## src/rtl/rv_pkg.sv

```systemverilog
// Shared types for the RV32I execute stage: ALU codes, result select,
// forwarding selects and the ID/EX and EX/MEM pipeline register layouts.
// Also holds the operand-forwarding priority helper.
package rv_pkg;

  localparam int RV_XLEN = 32;
  localparam int RV_RA_W = 5;

  typedef enum logic [2:0] {
    ADD = 3'b000,
    SUB = 3'b001,
    AND = 3'b010,
    OR  = 3'b011,
    SLT = 3'b101
  } alu_ctrl_e;

  typedef enum logic [1:0] {
    RES_ALU  = 2'b00,
    RES_LOAD = 2'b01,
    RES_PC4  = 2'b10
  } result_src_e;

  typedef enum logic [1:0] {
    FWD_REG = 2'b00,
    FWD_MEM = 2'b01,
    FWD_WB  = 2'b10
  } fwd_sel_e;

  typedef struct packed {
    logic               valid;
    logic [RV_XLEN-1:0] pc;
    logic [RV_XLEN-1:0] rs1_data;
    logic [RV_XLEN-1:0] rs2_data;
    logic [RV_XLEN-1:0] imm;
    logic [RV_RA_W-1:0] rs1;
    logic [RV_RA_W-1:0] rs2;
    logic [RV_RA_W-1:0] rd;
    logic [2:0]         alu_control;
    logic               alu_src;
    logic               reg_write;
    logic               mem_write;
    logic               branch;
    logic               jump;
    logic [1:0]         result_src;
  } id_ex_t;

  typedef struct packed {
    logic               valid;
    logic [RV_XLEN-1:0] alu_result;
    logic [RV_XLEN-1:0] write_data;
    logic [RV_XLEN-1:0] pc_plus4;
    logic [RV_RA_W-1:0] rd;
    logic               reg_write;
    logic               mem_write;
    logic [1:0]         result_src;
  } ex_mem_t;

  // Younger producer (EX/MEM) beats older one (WB); x0 is never forwarded.
  function automatic fwd_sel_e fwd_select(
    input logic [RV_RA_W-1:0] rs,
    input logic               mem_en,
    input logic [RV_RA_W-1:0] mem_rd,
    input logic               wb_en,
    input logic [RV_RA_W-1:0] wb_rd
  );
    fwd_select = FWD_REG;
    if (rs != '0) begin
      if (mem_en && (mem_rd == rs)) begin
        fwd_select = FWD_MEM;
      end else if (wb_en && (wb_rd == rs)) begin
        fwd_select = FWD_WB;
      end
    end
  endfunction

endpackage

```

## src/rtl/ex_stage_alu.sv

```systemverilog
// Purpose: RV32I execute ALU (add, sub, and, or, signed slt) with zero flag.
// Latency: purely combinational, zero cycles.
// Backpressure: none; output follows inputs continuously.
module alu
  import rv_pkg::*;
#(
  parameter int XLEN = RV_XLEN
) (
  input  logic [XLEN-1:0] a,
  input  logic [XLEN-1:0] b,
  input  logic [2:0]      alu_control,
  output logic [XLEN-1:0] result,
  output logic            zero
);

  // Select the operation; undefined codes produce zero. Arithmetic wraps.
  always_comb begin
    result = '0;
    case (alu_control)
      ADD:     result = a + b;
      SUB:     result = a - b;
      AND:     result = a & b;
      OR:      result = a | b;
      SLT:     result = {{(XLEN-1){1'b0}}, ($signed(a) < $signed(b))};
      default: result = '0;
    endcase
  end

  assign zero = (result == '0);

endmodule

```

## src/rtl/ex_stage.sv

```systemverilog
// Purpose: RV32I execute stage - ID/EX register, forwarding, ALU, branch resolve, EX/MEM register.
// Latency: id_* captured at edge N appears on mem_* after edge N+1; branch outputs combinational from ID/EX.
// Backpressure: stall holds ID/EX, flush bubbles it (flush wins); EX/MEM never stalls. Macro EX_FWD_EN enables forwarding.
module ex_stage
  import rv_pkg::*;
#(
  parameter int XLEN = RV_XLEN,
  parameter int RA_W = RV_RA_W
) (
  input  logic            clk,
  input  logic            rst,
  input  logic            stall,
  input  logic            flush,
  input  logic            id_valid,
  input  logic [XLEN-1:0] id_pc,
  input  logic [XLEN-1:0] id_rs1_data,
  input  logic [XLEN-1:0] id_rs2_data,
  input  logic [XLEN-1:0] id_imm,
  input  logic [RA_W-1:0] id_rs1,
  input  logic [RA_W-1:0] id_rs2,
  input  logic [RA_W-1:0] id_rd,
  input  logic [2:0]      id_alu_control,
  input  logic            id_alu_src,
  input  logic            id_reg_write,
  input  logic            id_mem_write,
  input  logic            id_branch,
  input  logic            id_jump,
  input  logic [1:0]      id_result_src,
  input  logic [RA_W-1:0] wb_rd,
  input  logic            wb_reg_write,
  input  logic [XLEN-1:0] wb_data,
  output logic            pc_src,
  output logic [XLEN-1:0] pc_target,
  output logic [RA_W-1:0] ex_rs1,
  output logic [RA_W-1:0] ex_rs2,
  output logic [RA_W-1:0] ex_rd,
  output logic            ex_is_load,
  output logic            mem_valid,
  output logic [XLEN-1:0] mem_alu_result,
  output logic [XLEN-1:0] mem_write_data,
  output logic [XLEN-1:0] mem_pc_plus4,
  output logic [RA_W-1:0] mem_rd,
  output logic            mem_reg_write,
  output logic            mem_mem_write,
  output logic [1:0]      mem_result_src
);

  id_ex_t          r_id_ex;
  id_ex_t          w_id_ex_nxt;
  ex_mem_t         r_ex_mem;
  ex_mem_t         w_ex_mem_nxt;
  logic [XLEN-1:0] w_op_a;
  logic [XLEN-1:0] w_op_b;
  logic [XLEN-1:0] w_alu_b;
  logic [XLEN-1:0] w_alu_result;
  logic            w_alu_zero;

  // Pack decode-stage inputs into the ID/EX layout.
  always_comb begin
    w_id_ex_nxt             = '0;
    w_id_ex_nxt.valid       = id_valid;
    w_id_ex_nxt.pc          = id_pc;
    w_id_ex_nxt.rs1_data    = id_rs1_data;
    w_id_ex_nxt.rs2_data    = id_rs2_data;
    w_id_ex_nxt.imm         = id_imm;
    w_id_ex_nxt.rs1         = id_rs1;
    w_id_ex_nxt.rs2         = id_rs2;
    w_id_ex_nxt.rd          = id_rd;
    w_id_ex_nxt.alu_control = id_alu_control;
    w_id_ex_nxt.alu_src     = id_alu_src;
    w_id_ex_nxt.reg_write   = id_reg_write;
    w_id_ex_nxt.mem_write   = id_mem_write;
    w_id_ex_nxt.branch      = id_branch;
    w_id_ex_nxt.jump        = id_jump;
    w_id_ex_nxt.result_src  = id_result_src;
  end

  // ID/EX register: flush loads an all-zero bubble and overrides stall.
  always_ff @(posedge clk or posedge rst) begin
    if (rst) begin
      r_id_ex <= '0;
    end else if (flush) begin
      r_id_ex <= '0;
    end else if (!stall) begin
      r_id_ex <= w_id_ex_nxt;
    end
  end

`ifdef EX_FWD_EN
  fwd_sel_e w_fwd_a_sel;
  fwd_sel_e w_fwd_b_sel;
  logic     w_mem_fwd_en;

  assign w_mem_fwd_en = r_ex_mem.valid & r_ex_mem.reg_write;
  assign w_fwd_a_sel  = fwd_select(r_id_ex.rs1, w_mem_fwd_en, r_ex_mem.rd, wb_reg_write, wb_rd);
  assign w_fwd_b_sel  = fwd_select(r_id_ex.rs2, w_mem_fwd_en, r_ex_mem.rd, wb_reg_write, wb_rd);

  // Operand muxes: pick the youngest in-flight value for each source register.
  always_comb begin
    w_op_a = r_id_ex.rs1_data;
    w_op_b = r_id_ex.rs2_data;
    case (w_fwd_a_sel)
      FWD_MEM: w_op_a = r_ex_mem.alu_result;
      FWD_WB:  w_op_a = wb_data;
      default: w_op_a = r_id_ex.rs1_data;
    endcase
    case (w_fwd_b_sel)
      FWD_MEM: w_op_b = r_ex_mem.alu_result;
      FWD_WB:  w_op_b = wb_data;
      default: w_op_b = r_id_ex.rs2_data;
    endcase
  end
`else
  // Without forwarding the hazard unit stalls every RAW, so WB is not needed here.
  logic w_unused_wb;
  assign w_unused_wb = ^{wb_rd, wb_reg_write, wb_data};
  assign w_op_a      = r_id_ex.rs1_data;
  assign w_op_b      = r_id_ex.rs2_data;
`endif

  assign w_alu_b = r_id_ex.alu_src ? r_id_ex.imm : w_op_b;

  alu #(
    .XLEN(XLEN)
  ) u_alu (
    .a          (w_op_a),
    .b          (w_alu_b),
    .alu_control(r_id_ex.alu_control),
    .result     (w_alu_result),
    .zero       (w_alu_zero)
  );

  // Build the EX/MEM word; an invalid ID/EX slot becomes a bubble.
  always_comb begin
    w_ex_mem_nxt            = '0;
    w_ex_mem_nxt.valid      = r_id_ex.valid;
    w_ex_mem_nxt.alu_result = w_alu_result;
    w_ex_mem_nxt.write_data = w_op_b;
    w_ex_mem_nxt.pc_plus4   = r_id_ex.pc + XLEN'(4);
    w_ex_mem_nxt.rd         = r_id_ex.rd;
    w_ex_mem_nxt.reg_write  = r_id_ex.valid & r_id_ex.reg_write;
    w_ex_mem_nxt.mem_write  = r_id_ex.valid & r_id_ex.mem_write;
    w_ex_mem_nxt.result_src = r_id_ex.result_src;
  end

  // EX/MEM register: loads every cycle, never held.
  always_ff @(posedge clk or posedge rst) begin
    if (rst) begin
      r_ex_mem <= '0;
    end else begin
      r_ex_mem <= w_ex_mem_nxt;
    end
  end

  assign pc_target  = r_id_ex.pc + r_id_ex.imm;
  assign pc_src     = r_id_ex.valid & (r_id_ex.jump | (r_id_ex.branch & w_alu_zero));
  assign ex_is_load = r_id_ex.valid & (r_id_ex.result_src == RES_LOAD);
  assign ex_rs1     = r_id_ex.rs1;
  assign ex_rs2     = r_id_ex.rs2;
  assign ex_rd      = r_id_ex.rd;

  assign mem_valid      = r_ex_mem.valid;
  assign mem_alu_result = r_ex_mem.alu_result;
  assign mem_write_data = r_ex_mem.write_data;
  assign mem_pc_plus4   = r_ex_mem.pc_plus4;
  assign mem_rd         = r_ex_mem.rd;
  assign mem_reg_write  = r_ex_mem.reg_write;
  assign mem_mem_write  = r_ex_mem.mem_write;
  assign mem_result_src = r_ex_mem.result_src;

endmodule

```

## config.mk

```make
export PLATFORM = sky130hd
export DESIGN_NAME = ex_stage
export DESIGN_NICKNAME = d
export VERILOG_FILES = /design/src/rtl/rv_pkg.sv /design/src/rtl/ex_stage_alu.sv /design/src/rtl/ex_stage.sv
export SDC_FILE = /design/constraint.sdc
export NUM_CORES = 1
export LEC_CHECK = 0
export CAP_MARGIN = 10
export CORE_UTILIZATION = 33
export DETAILED_ROUTE_END_ITERATION = 16
export PLACE_DENSITY_LB_ADDON = 0.2
export SLEW_MARGIN = 10
export SYNTH_ARGS = -nofsm -noshare
export SYNTH_HDL_FRONTEND = slang
export SYNTH_SLANG_ARGS = --single-unit
```

## constraint.sdc

```tcl
create_clock -name clk -period 8.1 [get_ports clk]
set_input_delay 1.215 -clock clk [delete_from_list [all_inputs] [get_ports clk]]
set_output_delay 1.215 -clock clk [all_outputs]
set_load 0.05 [all_outputs]
```

Word level (Yosys, flattened, before mapping):

Cells that the tools add are included.

* equality and inequality tests: 6
* bitwise operators: 8
* multiplexer cells: 4
* $lt $le $gt $ge: 1
* reductions and logical operators: 2
* add/sub/neg operators: 4

Operator list (count)
* $mux 154: 2
* $pmux 32 s5: 1
* $add 32x32->32: 2
* $add 32x3->32 const B: 1
* $and 32x32->32: 1
* $logic_not 32->1: 1
* $lt 32x32->1: 1
* $mux 32: 1
* $or 32x32->32: 1
* $sub 32x32->32: 1
* $eq 3x2->1 const B: 2
* $and 1x1->1: 5
* $eq 3x1->1 const B: 1
* $eq 3x3->1 const B: 1
* $logic_not 3->1: 1
* $eq 2x1->1 const B: 1
* $ne 2x1->1 const B: 1
* $or 1x1->1: 1

* flip-flop bits (word level): 260
* logic and storage cells: 48
* bits of input ports: 196
* output and inout bits: 155

Logic depth before layout (Yosys ltp):

Gate-level depths: netlist of run 1.

* depth after elaboration: 7
* gate-level depth with buffers: 18

Cells and area by module:

A second synthesis of run 1 with hierarchy kept.

* cells, all modules: 1797
* area total of the unflattened synthesis: 17043.8 µm²

By module, submodules not included
* ex_stage: cells an instance 979, times used 1, seq. area each 6506.2 µm², area each 11519.8 µm²
* alu: cells an instance 818, times used 1, seq. area each 0.0 µm², area each 5524.0 µm²

Worst setup path after synthesis of run 1:

OpenSTA, ideal clock, no wires.

* path type: reg-to-output
* start: register r_id_ex[6] (netlist bit)
* end: output port pc_src
* cell stages (with the launch flop): 17
* slack: 848 ps
* arrival time: 6037 ps
* path buffers: 2
* path through: dfrtp_1 > clkbuf_1 > clkbuf_1 > mux2i_1 > inv_1 > fa_1 > or2_1 > a221oi_1 > o211ai_2 > a2111oi_2 > nand2b_1 > xnor2_1 > o21ai_0 > or4b_1 > or4_1 > or4_1 > o41ai_2

* longest elaborated chain between the ends: 7
* elaborated cells between the ends (all ways): 11
* those cells by class: add/sub: 2; order compare: 1; mux: 2; bitwise: 5; reduce/logical: 1

RTL lines
* start: declaration: line ex_stage.sv:48 `id_ex_t r_id_ex;`
* start signal: assignment: line ex_stage.sv:85 `r_id_ex <= w_id_ex_nxt;`
* $mux 32 *: line ex_stage.sv:121 `assign w_alu_b = r_id_ex.alu_src ? r_id_ex.imm : w_op_b;`
* $sub 32x32->32, or another cell as far along: line ex_stage_alu.sv:21 `SUB: result = a - b;`
* $pmux 32 s5 *: line ex_stage_alu.sv:19 `case (alu_control)`
* named net u_alu.result[18]: line ex_stage_alu.sv:12 `output logic [XLEN-1:0] result,`
* $logic_not 32->1 *: line ex_stage_alu.sv:29 `assign zero = (result == '0);`
* $and 1x1->1 *: line ex_stage.sv:156 `assign pc_src = r_id_ex.valid & (r_id_ex.jump | (r_id_ex.branch & w_alu_zero));`
* $or 1x1->1 *: line ex_stage.sv:156
* $and 1x1->1 *: line ex_stage.sv:156
* end: declaration: line ex_stage.sv:32 `output logic pc_src,`

Mark *: on every way through the listed nets, which the timed path passes. The rest lies on a longest branch.

Worst setup path in the final report of run 1:

Ends and elaborated chain as after synthesis.

==> flow_summary.ini, run 1 <==
[clock_tree]
cts_tree = done
clk_pin_slew_ps = 60
cts_made_buffers = 31
clk_latency_ps = 580
hold_buffers = 0
h-tree-depth = 1
cts_buffer_depth = 3
cts.sinks = 260
root_buffer = clkbuf_16

[route]
dr.first_iter.drc_count = 777
drt_first_pass_iters = 5
via_per_inst = 5.18
wl_per_cell_microns = 20.5
ant_nets = 0
drt-total-wl_mm = 55.7
drc_errors = 0
dr_total_vias = 14099

[timing]
finClkSkew_ps = 13.0
drv_slew = 0
grt_setup_unrepaired = false
fin_crit_sh_pct = 95.0
setup-tns-final_ps = 0
relSlewSlack_pct = 34.1
worst_slew_pin_slew_ps = 989
hold_viol = 0
fmax_mhz = 130
min_period_ps = 7700
finalSetupViolations = 0

[finish]
drive_gt1_share_pct = 6.10
final_cell_mix = clkdlybuf4s50_1, dfrtp_1, nor2_1, mux2i_1, ha_1
final_util_pct = 42.8
final_common_cell = clkdlybuf4s50_1
nNetsFinal = 2367
area_delta_synth_final_pct = 27.8

[synth]
ys_ff_latch = 260
synth_area_sq_um = 16800
synthArstFlopShare_pct = 100
syn_area_per_cell_sq_um = 9.58
synthMuxAreaShare_pct = 11.8
synth_simple_gate_area_share_pct = 14.7
yosys_warnings = 0
postSynthCellCount = 1759
synth_nets = 2099
yosysTopAreaCellShare_pct = 38.6
ys_types = 95
synth_area_leaders = dfrtp_1, mux2i_1, ha_1
synth-adder-area-share_pct = 10.8
synth_top_family_by_area = compound AO/OA/AOI/OAI gates
synth_compound_area_share_pct = 14.7
synth_xor_area_share_pct = 3.38
ys_seq_area_share_pct = 38.6
synth.largest_area_cell = dfrtp_1
synth_edf_count = 0
ys.flop_type = dfrtp_1

[floorplanning]
io_pins = 351
fp.dieH_microns = 228
core-area_sq_um = 50300
dieArea_sq_um = 51900
num_rows = 82
die_x_microns = 228
start_util_pct = 33.5

[worst_hold_path]
hold_start = w_op_b[25]
min_path_type = reg -> reg

[global_route]
first_global_vias = 14257
grt_max_degree = 84
grt_pass1_wl_mm = 85.7
grt_overflow = 0
grt_usage_pct = 21.1
antenna_found_initial = 14

[placement]
place_hpwl_mm = 42.3
gp_congestion = 0.926
io_buffers = 312

[setup_path]
critPathKind = reg -> out
crit_path_end_kind = primary output
cp_data_arrival_time_ps = 6480
crit_fanout = 19
cp.required_ps = 6880
critical_path.startpoint = r_id_ex[6]
worst_setup_path_start_kind = register
r2r-start = r_id_ex[6]

[status]
status = finished clean

[power_and_ir_drop]
p_per_area_nw_per_um2 = 196
ir_drop_v = 0.000165
p_leak_nw = 10.0
fin_total_pwr_mw = 4.21

[job]
maxCapViolCount = 0
logic make-up after synthesis:
logic type / Yosys count
adders and majority gates: 144
and+or+nand+nor: 524
AOI/OAI and AO/OA: 360
buffers and inverters: 209
muxes: 197
DFF: 260
xor gates and xnor gates: 65
critical path, cell delays in order, from the launching register on:
cell and delay, ps:
dfrtp_4 650, mux2i_1 470, ha_1 430, a21oi_1 210
o211ai_2 180, a311oi_2 530, o31a_1 360, mux2i_1 230
nand4b_1 160, or4b_1 640, or4_1 410, or4_1 520
or4_1 520, o41ai_2 320, buf_4 250
per-layer routing:
metal,global-route usage [%],vias to the layer above,wire length [microns],share of wire (%)
met5,0,-,168,0.30
met4,4.38,24,953,1.7
met3,5.13,78,4020,7.2
met2,34.3,364,25600,46
met1,28.3,6903,24900,45
li1,-,6730,-,-
sequential cells by signal, summed over array words and instances (netlist names), 5 cells and up:
| register | flops |
|---|---|
| ex_rd | 5 |
| ex_rs2 | 5 |
| ex_rs1 | 5 |
| w_op_a | 32 |
| mem_alu_result | 32 |
| mem_write_data | 32 |
| r_id_ex | 75 |
| mem_pc_plus4 | 32 |
| w_op_b | 32 |
| mem_rd | 5 |
path summary, 6_finish.rpt:
check | slack [ps] | to | cells past startpoint
max | 400 | pc_src | 14
min reg2reg | 400 | mem_write_data[25] | 0
min | 400 | mem_write_data[25] | 0
min in group asynchronous | 1010 | r_id_ex[142] | 2
max reg2reg | 3710 | mem_alu_result[31] | 12
max in group asynchronous | 5290 | r_id_ex[7] | 4
stage by stage:
stage	hold slack, ps	std cells	cell area [sq um]	setup WS (ps)
floorplan	367	1759	16800	848
global placement	379	2666	20400	759
detailed placement	385	2666	20400	720
CTS	389	2721	21500	76.7
global route	410	2722	21500	102
finish	398	2723	21500	402
cell usage after synthesis (26+ instances only):
cell	number
o21ai_0	63
nor2_1	233
o211ai_1	26
clkbuf_1	53
mux2i_1	194
ha_1	141
inv_1	106
xnor2_1	45
a21oi_1	92
nand3_1	34
dfrtp_1	260
nand2_1	95
where the power goes:
group	internal [mW]	switching, mW
logic	0.456	0.796
registers	1.39	0.0748
clock network	0.935	0.555
total	2.79	1.43
cell type report:
cell class	instances	area (sq um)
fill	4945	28800
multi-input combinational	1290	9340
sequential	260	6510
timing repair buffer	338	3320
clock buffer	45	918
tap	672	841
inverter	106	402
clock inverter	10	180
antenna	2	5.00
repair_timing:
action                                 CTS  global route
gates resized for setup                  0             3
setup buffers                            0             0
setup endpoints to repair                0             1
endpoints found under the hold margin    0             0
Power figures use the tool's default switching activity.
==> inputs of run 2 (changes only) <==
--- a/config.mk
+++ b/config.mk
@@ -5,7 +5,6 @@
 export SDC_FILE = /design/constraint.sdc
 export NUM_CORES = 1
 export LEC_CHECK = 0
-export CAP_MARGIN = 10
 export CORE_UTILIZATION = 33
 export DETAILED_ROUTE_END_ITERATION = 16
 export PLACE_DENSITY_LB_ADDON = 0.2
==> results of run 2 <==
No change in the layout: final DEF, timing and power equal those of run 1.
